$ cat src/rtl/mopshub_tb_pkg.sv
// ---------------------------------------------------------------------------
// mopshub_tb_pkg
// Shared types and helpers for the MOPSHUB bench test sequencer.
//   seq_state_t    : sequencer FSM states
//   PH_*           : phase indices (bit positions in the phase enable mask)
//   first_phase()  : lowest enabled phase of a mask (0 for an empty mask)
//   next_phase()   : next enabled phase after 'cur', with a wrap flag
// ---------------------------------------------------------------------------
package mopshub_tb_pkg;

  typedef enum logic [2:0] {
    ST_IDLE    = 3'd0,
    ST_ARM     = 3'd1,
    ST_RUN     = 3'd2,
    ST_ENDWAIT = 3'd3,
    ST_GAP     = 3'd4,
    ST_NEXT    = 3'd5,
    ST_DONE    = 3'd6
  } seq_state_t;

  localparam logic [1:0] PH_TRIM = 2'd0;
  localparam logic [1:0] PH_RX   = 2'd1;
  localparam logic [1:0] PH_TX   = 2'd2;
  localparam logic [1:0] PH_ADV  = 2'd3;

  typedef struct packed {
    logic       wrap;
    logic [1:0] ph;
  } next_phase_t;

  function automatic logic [1:0] first_phase(input logic [3:0] mask);
    logic [1:0] r;
    r = 2'd0;
    // Scan downwards so the lowest set bit is the last one written.
    for (int i = 3; i >= 0; i--) begin
      if (mask[i]) r = 2'(i);
    end
    return r;
  endfunction

  function automatic next_phase_t next_phase(input logic [3:0] mask,
                                             input logic [1:0] cur);
    next_phase_t r;
    r.wrap = 1'b1;
    r.ph   = first_phase(mask);
    for (int i = 3; i >= 0; i--) begin
      if (mask[i] && (2'(i) > cur)) begin
        r.wrap = 1'b0;
        r.ph   = 2'(i);
      end
    end
    return r;
  endfunction

endpackage

$ cat src/rtl/seq_cycle_timer.sv
// ---------------------------------------------------------------------------
// seq_cycle_timer
// 16-bit loadable down-counter shared by the RUN timeout and the GAP delay.
// Counts down once per cycle and parks at zero.
//   clk_40_m : clock
//   rst      : synchronous reset, active-low (counter -> 0)
//   load     : load 'value' this cycle (has priority over counting)
//   value    : load value
//   zero     : counter currently equals zero
// ---------------------------------------------------------------------------
module seq_cycle_timer (
  input  logic        clk_40_m,
  input  logic        rst,
  input  logic        load,
  input  logic [15:0] value,
  output logic        zero
);

  logic [15:0] cnt_q, cnt_d;

  always_comb begin
    cnt_d = cnt_q;
    if (load)                cnt_d = value;
    else if (cnt_q != 16'd0) cnt_d = cnt_q - 16'd1;
  end

  always_ff @(posedge clk_40_m) begin
    if (!rst) cnt_q <= 16'd0;
    else      cnt_q <= cnt_d;
  end

  assign zero = (cnt_q == 16'd0);

endmodule

$ cat src/rtl/mopshub_test_sequencer.sv
// ---------------------------------------------------------------------------
// mopshub_test_sequencer
// Steps the MOPSHUB bench test phases (trim, rx, tx, adv) over N_BUSES buses,
// with a per-phase timeout, an inter-phase gap and pass/fail accounting.
//
// Parameters: N_BUSES (1..32), PHASE_MASK (bit0 trim, bit1 rx, bit2 tx,
//   bit3 adv), GAP_CYCLES (>=1), TIMEOUT_CYCLES (1..65535).
// Ports:
//   clk_40_m, rst (sync, active-low)
//   start    : level, rising edge launches a pass
//   abort    : return to IDLE, counters kept
//   loop_en  : only with MOPSHUB_SEQ_LOOP_EN; restart from DONE without IDLE
//   trim_done/rx_end/tx_end/adv_end : phase-complete pulses
//   osc_auto_trim/test_rx/test_tx/test_advanced : phase enables (one-hot/0)
//   endwait_all : one-cycle pulse after each phase
//   bus_cnt, phase_id, seq_busy, seq_done, pass_cnt, fail_cnt, timeout_flag
// Optional feature macro: MOPSHUB_SEQ_LOOP_EN (continuous looping).
// All outputs are registered from the next-state decode.
// ---------------------------------------------------------------------------
module mopshub_test_sequencer
  import mopshub_tb_pkg::*;
#(
  parameter int         N_BUSES        = 2,
  parameter logic [3:0] PHASE_MASK     = 4'b0110,
  parameter int         GAP_CYCLES     = 120,
  parameter int         TIMEOUT_CYCLES = 65535
) (
  input  logic       clk_40_m,
  input  logic       rst,
  input  logic       start,
  input  logic       abort,
`ifdef MOPSHUB_SEQ_LOOP_EN
  input  logic       loop_en,
`endif
  input  logic       trim_done,
  input  logic       rx_end,
  input  logic       tx_end,
  input  logic       adv_end,
  output logic       osc_auto_trim,
  output logic       test_rx,
  output logic       test_tx,
  output logic       test_advanced,
  output logic       endwait_all,
  output logic [4:0] bus_cnt,
  output logic [1:0] phase_id,
  output logic       seq_busy,
  output logic       seq_done,
  output logic [7:0] pass_cnt,
  output logic [7:0] fail_cnt,
  output logic       timeout_flag
);

  localparam logic [1:0]  FIRST_PH = first_phase(PHASE_MASK);
  localparam logic [4:0]  LAST_BUS = 5'(N_BUSES - 1);
  // The timer parks on zero for one cycle, so loading N-1 gives exactly N
  // cycles in RUN before the zero check fires.
  localparam logic [15:0] RUN_LOAD = 16'(TIMEOUT_CYCLES - 1);
  // ENDWAIT is the first idle cycle of the gap, so GAP itself lasts
  // GAP_CYCLES-1 cycles (minimum one).
  localparam logic [15:0] GAP_LOAD = (GAP_CYCLES >= 2) ? 16'(GAP_CYCLES - 2) : 16'd0;

  function automatic logic [7:0] sat_inc(input logic [7:0] v);
    return (v == 8'hFF) ? v : v + 8'd1;
  endfunction

  seq_state_t  state_q, state_d;
  logic        start_q;
  logic [4:0]  bus_q, bus_d;
  logic [1:0]  phase_q, phase_d;
  logic [7:0]  pass_q, pass_d;
  logic [7:0]  fail_q, fail_d;
  logic        tmo_q, tmo_d;
  logic [3:0]  en_q, en_d;
  logic        endwait_q, busy_q, done_q;

  logic        tmr_load;
  logic [15:0] tmr_val;
  logic        tmr_zero;
  logic        start_rise;
  logic [3:0]  ends;
  logic        end_hit;
  next_phase_t np;

  assign start_rise = start & ~start_q;
  assign ends       = {adv_end, tx_end, rx_end, trim_done};
  assign end_hit    = ends[phase_q];

  seq_cycle_timer u_timer (
    .clk_40_m (clk_40_m),
    .rst      (rst),
    .load     (tmr_load),
    .value    (tmr_val),
    .zero     (tmr_zero)
  );

  always_comb begin
    state_d  = state_q;
    bus_d    = bus_q;
    phase_d  = phase_q;
    pass_d   = pass_q;
    fail_d   = fail_q;
    tmo_d    = tmo_q;
    tmr_load = 1'b0;
    tmr_val  = 16'd0;
    np       = next_phase(PHASE_MASK, phase_q);

    if (abort) begin
      // Abort also masks a start edge arriving in IDLE.
      if (state_q != ST_IDLE) state_d = ST_IDLE;
    end else begin
      unique case (state_q)
        ST_IDLE: begin
          if (start_rise) begin
            pass_d  = 8'd0;
            fail_d  = 8'd0;
            tmo_d   = 1'b0;
            bus_d   = 5'd0;
            phase_d = FIRST_PH;
            state_d = (PHASE_MASK == 4'd0) ? ST_DONE : ST_ARM;
          end
        end
        ST_ARM: begin
          tmr_load = 1'b1;
          tmr_val  = RUN_LOAD;
          state_d  = ST_RUN;
        end
        ST_RUN: begin
          // A completion pulse in the same cycle as the timeout is a pass.
          if (end_hit) begin
            pass_d  = sat_inc(pass_q);
            state_d = ST_ENDWAIT;
          end else if (tmr_zero) begin
            fail_d  = sat_inc(fail_q);
            tmo_d   = 1'b1;
            state_d = ST_ENDWAIT;
          end
        end
        ST_ENDWAIT: begin
          tmr_load = 1'b1;
          tmr_val  = GAP_LOAD;
          state_d  = ST_GAP;
        end
        ST_GAP: begin
          if (tmr_zero) state_d = ST_NEXT;
        end
        ST_NEXT: begin
          phase_d = np.ph;
          state_d = ST_ARM;
          if (np.wrap) begin
            // The last bus number is held through DONE.
            if (bus_q == LAST_BUS) state_d = ST_DONE;
            else                   bus_d   = bus_q + 5'd1;
          end
        end
        ST_DONE: begin
          state_d = ST_IDLE;
`ifdef MOPSHUB_SEQ_LOOP_EN
          if (loop_en && (PHASE_MASK != 4'd0)) begin
            bus_d   = 5'd0;
            phase_d = FIRST_PH;
            state_d = ST_ARM;
          end
`endif
        end
        default: state_d = ST_IDLE;
      endcase
    end

    en_d = (state_d == ST_RUN) ? (4'b0001 << phase_d) : 4'b0000;
  end

  always_ff @(posedge clk_40_m) begin
    if (!rst) begin
      state_q   <= ST_IDLE;
      start_q   <= 1'b0;
      bus_q     <= 5'd0;
      phase_q   <= 2'd0;
      pass_q    <= 8'd0;
      fail_q    <= 8'd0;
      tmo_q     <= 1'b0;
      en_q      <= 4'b0000;
      endwait_q <= 1'b0;
      busy_q    <= 1'b0;
      done_q    <= 1'b0;
    end else begin
      state_q   <= state_d;
      start_q   <= start;
      bus_q     <= bus_d;
      phase_q   <= phase_d;
      pass_q    <= pass_d;
      fail_q    <= fail_d;
      tmo_q     <= tmo_d;
      en_q      <= en_d;
      endwait_q <= (state_d == ST_ENDWAIT);
      busy_q    <= (state_d != ST_IDLE);
      done_q    <= (state_d == ST_DONE);
    end
  end

  assign osc_auto_trim = en_q[PH_TRIM];
  assign test_rx       = en_q[PH_RX];
  assign test_tx       = en_q[PH_TX];
  assign test_advanced = en_q[PH_ADV];
  assign endwait_all   = endwait_q;
  assign bus_cnt       = bus_q;
  assign phase_id      = phase_q;
  assign seq_busy      = busy_q;
  assign seq_done      = done_q;
  assign pass_cnt      = pass_q;
  assign fail_cnt      = fail_q;
  assign timeout_flag  = tmo_q;

endmodule

$ cat config.mk
export PLATFORM = sky130hd
export DESIGN_NAME = mopshub_test_sequencer
export DESIGN_NICKNAME = d
export VERILOG_FILES = /design/src/rtl/mopshub_tb_pkg.sv /design/src/rtl/seq_cycle_timer.sv /design/src/rtl/mopshub_test_sequencer.sv
export SDC_FILE = /design/constraint.sdc
export NUM_CORES = 1
export LEC_CHECK = 0
export CORE_MARGIN = 2
export CORE_UTILIZATION = 40
export CTS_BUF_LIST = sky130_fd_sc_hd__clkbuf_4 sky130_fd_sc_hd__clkbuf_8 sky130_fd_sc_hd__clkbuf_16
export CTS_CLUSTER_DIAMETER = 60
export DETAILED_ROUTE_END_ITERATION = 7
export GPL_TIMING_DRIVEN = 1
export PLACE_DENSITY = 0.69
export SETUP_SLACK_MARGIN = 0.02
export SLEW_MARGIN = 20
export SYNTH_ARGS = -nofsm -noshare
export SYNTH_HDL_FRONTEND = slang
export SYNTH_SLANG_ARGS = --single-unit
$ cat constraint.sdc
create_clock -name clk_40_m -period 2.62 [get_ports clk_40_m]
set_input_delay 0.786 -clock clk_40_m [delete_from_list [all_inputs] [get_ports clk_40_m]]
set_output_delay 0.786 -clock clk_40_m [all_outputs]
set_load 0.01 [all_outputs]
**Word level (Yosys, flattened, before mapping)**

Cells that the tools add are included.
Widths: inputs -> output; s select.

- Memories: 0
- Logic and storage cells: 94
- Bits in latches: 0
- Bits in writable memories: 0
- Register bits: 51
- Memory bits (read-only): 0

- Multiplexer cells: 38
- Bitwise gates (word level): 3
- Equality and inequality tests: 19
- Reductions and logical operators: 14
- Div/mod/pow operators: 0
- $lt $le $gt $ge: 3
- Add/sub/neg operators: 4
- Shifts and indexed selects: 1
- Multiply operators: 0

Operators with widths:

| operator | number |
|---|---|
| $mux 16 | 3 |
| $mux 8 | 6 |
| $pmux 16 s2 | 1 |
| $pmux 8 s2 | 2 |
| $mux 3 | 10 |
| $pmux 3 s6 | 1 |
| $add 8x1->8 const B | 2 |
| $eq 8x8->1 const B | 2 |
| $logic_not 16->1 | 1 |
| $ne 2x2->1 const B | 8 |
| $reduce_bool 16->1 | 1 |
| $sub 16x1->16 const B | 1 |
| $mux 5 | 3 |
| $reduce_and 5->1 | 3 |
| $eq 3x2->1 const B | 4 |
| $pmux 5 s2 | 1 |
| $eq 3x3->1 const B | 3 |
| $mux 1 | 6 |
| $reduce_and 6->1 | 1 |
| $reduce_bool 2->1 | 3 |
| $reduce_bool 3->1 | 2 |
| $add 5x1->5 const B | 1 |
| $eq 5x1->1 const B | 1 |
| $mux 2 | 2 |
| other kinds (13) | 14 |

**Longest topological paths before layout**

- Word-level depth: 8
- Depth in mapped cells: 8
- Mapped depth without buffers: 7

**By module**

Synthesis repeated with hierarchy kept, for this count alone.

- Cell total of the unflattened synthesis: 311
- Area total of the unflattened synthesis: 2,665.1 um^2

Modules (own cells, without submodules):

| module | area an instance (um^2) | cells an instance | sequential area each (um^2) | times used |
|---|---|---|---|---|
| mopshub_test_sequencer | 1,725.4 | 195 | 700.7 | 1 |
| seq_cycle_timer | 939.7 | 116 | 320.3 | 1 |

**Worst setup path after synthesis**

Ideal clock, no wire load.

- Kind: input port to flip-flop
- Start point: in adv_end
- End point: reg fail_q[6], in the netlist fail_cnt[6]
- Arrival: 2.144 ns
- Slack: 0.337 ns
- Setup time: 0.139 ns
- Required time: 2.481 ns
- Stages: 5
- Path buffers: 0
- Path through: mux4_2 a2111oi_4 and2_1 and4_1 nor3_1

- Word-level cells in the longest chain between the ends: 4

RTL lines:

| what | line | source |
|---|---|---|
| start, declared | mopshub_test_sequencer.sv:38 | `input logic adv_end,` |
| $bmux 1 s2 | mopshub_test_sequencer.sv:86 | `assign end_hit = ends[phase_q];` |
| $mux 1 (implied by the code) | mopshub_test_sequencer.sv:86 |  |
| $ne 2x2->1 (no source line) | -- |  |
| $reduce_and 6->1 (no source line) | -- |  |
| end signal, assigned | mopshub_test_sequencer.sv:191 | `fail_q <= fail_d;` |
| end, declared | mopshub_test_sequencer.sv:71 | `logic [7:0] fail_q, fail_d;` |

Every way passes these cells. The select of a mux whose other input is x is not followed.
A chain may end at the register's enable or synchronous reset.

**Final worst setup path**

- Start point: in abort
- End point: reg pass_q[7], in the netlist pass_cnt[7]

- Word-level cells in the longest chain between the ends: 2

RTL lines:

| what | line | source |
|---|---|---|
| start, declared | mopshub_test_sequencer.sv:31 | `input logic abort,` |
| $not 1->1 (no source line) | -- |  |
| $reduce_and 5->1 (no source line) | -- |  |
| end signal, assigned | mopshub_test_sequencer.sv:190 | `pass_q <= pass_d;` |
| end, declared | mopshub_test_sequencer.sv:70 | `logic [7:0] pass_q, pass_d;` |

Every way passes these cells.

==> flow_summary_export.csv <==
group,metric,value,unit
setup_path,startpoint_type,"primary input",
route,drt_iter0_drc,111,
route,dr.pass1.iters,4,
power,leakagePower,1.12,nW
cells_and_area,diodes,0,
die,num_rows,28,
power,p_sw,0.929,mW
power,pwr-share-clk,18.8,%
setup_path,worstReg2RegEnd,"u_timer.cnt_q[1]$_SDFFE_PN0P_",
timing,rsz0062_at_grt,"false",
die,die_y,83.2,µm
clock_network,cts_resized,0,
timing,period_share,94.9,%
timing,fin_worst_skew,0.00629,ns
global_routing,grt_max_degree,18,
synth,yosys.area_share.adder,2.99,%
power,p_per_area,782,nW/µm²
synth,synth_edf_count,0,
synth,syn_area,2510,µm²
cells_and_area,final_cell_mix,"dfxtp_1 (51), clkdlybuf4s50_1 (38), nor2_1 (29)",
status,outcome,"completed",
global_routing,grt_pass1_vias,2061,
clock_network,cts_buffers,5,
timing,fin_crit,2.49,ns
power,power_frac_seq,41.8,%
synth,async_reset_ff_share,0,%
global_routing,track_usage,15.7,%
clock_network,cts_hold_buf,0,
route,vias_per_cell,5.33,
route,vias,2230,
place,dp_hpwl,4.03,mm
synth,synthCells,291,
synth,ys_ff_latch,51,
setup_path,worstReg2RegStart,"u_timer.cnt_q[10]$_SDFFE_PN0P_",
power,combPwrFrac,39.4,%
synth,synth_flop_cell,"dfxtp_1",
cells_and_area,mostFrequentLayoutCell,"dfxtp_1",
clock_network,clock_latency,0.31,ns
setup_path,worstSetupPathType,"in -> reg",
die,ios,39,
place,dp_slack,-0.221,ns
die,die-area,6930,µm²
timing,setup_tns,0,ns
route,wirelength,5.45,mm
synth,synth.area.mux_share,1.35,%
synth,synth_fp_nets,305,
cells_and_area,drive_above_1_share,10.8,%
setup_path,slowest_delay,0.55,ns
synth,synth_xor_area_share,7.32,%
synth,syn_area_per_cell,8.63,µm²
clock_network,cts.sinks,51,
synth,ys_seq_area_share,40.7,%
setup_path,crit_chain,"clkdlybuf4s50_1 > or4_4 > nor2_4 > a31oi_1 > buf_4 > or4_1 > a21oi_1",
timing,setup_violations,0,
die,initial_core_util,41.9,%
timing,worst_pin_slew,0.532,ns
power,swShare,37.4,%
timing,hold_viol_final,0,
clock_network,root_buffer,"clkbuf_8",
global_routing,grt-ovfl-total,0,
global_routing,antenna_found_initial,0,
synth,synth_cell_types,46,
worst_hold_path,hold_class,"reg -> reg",
setup_path,cp_max_fo,15,
route,drc,0,
timing,fin_ws,0.134,ns
cells_and_area,fin_util,53.0,%
synth,synth_top_family_by_area,"simple AND/OR/NAND/NOR gates",
setup_path,required,2.86,ns
setup_path,reg2reg_depth,6,
setup_path,r2r_slack,0.51,ns
clock_network,clockBufferDepth,2,
worst_hold_path,worstHoldPathCells,2,
die,core,5990,µm²
route,ant_nets,0,
clock_network,tritoncts,"yes",
synth,synthSimpleGateAreaFrac,28.4,%
cells_and_area,area_growth,26.5,%
setup_path,endpoint_kind,"flip-flop",
setup_path,cp.arrival,2.73,ns
timing,max_freq,402,MHz
timing,slew_violations,0,
cells_and_area,fin_nets,356,
global_routing,grt_pass1_wl,9.27,mm
clock_network,post-cts-setup-buffers,0,
cells_and_area,fill_cells,566,
worst_hold_path,hold_start,"timeout_flag$_SDFFE_PN0P_",
clock_network,path_clk_slew,0.10,ns
setup_path,slowest_stage,"or4_4",
flow_run,timing.max_cap.violations,0,
route,wl_per_cell,13.0,µm
synth,synth-compound-area-share,16.1,%
power,intPower,1.55,mW
die,die_w,83.2,µm
clock_network,htree_levels,2,
place,port_buffers,38,
worst_hold_path,holdPathEnd,"timeout_flag$_SDFFE_PN0P_",
place,gp_congestion,0.851,
power,ir_drop,0.545,mV
synth,ys_warn_count,0,
timing,maxSlewHeadroom,64.3,%
worst max-delay path: cells and delay by family:
kind                   cells  cell delay, ns
AND/OR/NAND/NOR            3            1.12
AO/OA/AOI/OAI              2            0.20
buffers and inverters      2            0.62
routing by layer:
metal  vias to the layer above  share of wire, %  track usage [%]
met3                         2               5.0             3.88
met4                         0              0.39             4.02
met5                         -                 0                0
li1                       1145                 -                -
met2                        52                44             25.1
met1                      1031                50             21.2
how the worst max path moves through the flow:
stage / start / endpoint / slack [ns] / cells past startpoint
4_1_cts: abort / pass_cnt[7]$_SDFFE_PN0P_ / 0.09 / 7
5_1_grt: abort / pass_cnt[7]$_SDFFE_PN0P_ / 0.03 / 7
2_1_floorplan: adv_end / fail_cnt[6]$_SDFFE_PN0P_ / 0.34 / 5
3_3_place_gp: abort / pass_cnt[7]$_SDFFE_PN0P_ / -0.17 / 7
3_5_place_dp: abort / pass_cnt[7]$_SDFFE_PN0P_ / -0.22 / 7
6_report: abort / pass_cnt[7]$_SDFFE_PN0P_ / 0.13 / 7
area by class of cell:
| type | count | area [µm²] | area share [%] |
|---|---|---|---|
| Multi-Input combinational cell | 220 | 1430 | 44.9 |
| Sequential cell | 51 | 1020 | 32.1 |
| Timing Repair Buffer | 55 | 508 | 16.0 |
| Tap cell | 75 | 93.8 | 2.95 |
| Clock buffer | 5 | 68.8 | 2.17 |
| Inverter | 9 | 33.8 | 1.06 |
| Clock inverter | 3 | 23.8 | 0.748 |
stage by stage:
stage               total power [mW]  instance area [µm²]  hold slack [ns]  std cells
floorplan                       1.82                 2510            0.475        291
global placement                2.00                 3070            0.451        410
detailed placement              2.03                 3070            0.463        410
CTS                             2.50                 3160            0.487        418
global route                    2.69                 3180            0.530        418
finish                          2.48                 3180            0.483        418
power groups by stage:
stage	registers [mW]	logic, mW	clock network (mW)
after detailed placement	1.05	0.974	0
after global placement	1.05	0.951	0
after CTS	1.04	0.982	0.481
after global routing	1.06	1.10	0.522
after floorplan	1.03	0.793	0
final	1.04	0.978	0.467
cells by family (layout without fill, tap and decap cells):
family                   after synthesis  in the layout
AO/OA/AOI/OAI                         63             63
XOR/XNOR                              21             21
adder cells (fa/ha/maj)                6              6
buffers and inverters                 20             72
flip-flops                            51             51
multiplexers                           2              2
AND/OR/NAND/NOR                      128            128
state kept, by name, indices dropped and copies added (netlist names):
register / cells
pass_cnt: 8
phase_id: 2
seq_done: 1
start_q: 1
timeout_flag: 1
u_timer.cnt_q: 16
state_q: 3
seq_busy: 1
endwait_all: 1
en_q: 4
bus_cnt: 5
fail_cnt: 8
cell usage after synthesis (all sizes together) (3+ instances only):
library cell  instances  share of area, %
nor4b                 3               1.6
o31ai                 4               1.2
ha                    6               3.0
nor3                  6               1.2
a21oi                16               3.3
inv                   9               1.3
nand4                 9               2.2
dfxtp                51                41
xor2                 14               4.9
and3                  5               1.2
nand3                13               2.6
or3                   8               2.0
nor2                 30               4.5
nand2                21               3.2
clkbuf                9               1.3
o21ai                18               3.6
a31oi                 9               2.2
and4                  3               1.0
nor4                  4               1.6
or4                   6               1.9
xnor2                 7               2.4
and2                  4               1.0
nor2b                 7               1.7
a21boi                7               2.1
nand2b                4               1.0
No activity file was read; power rests on OpenSTA's default activity.
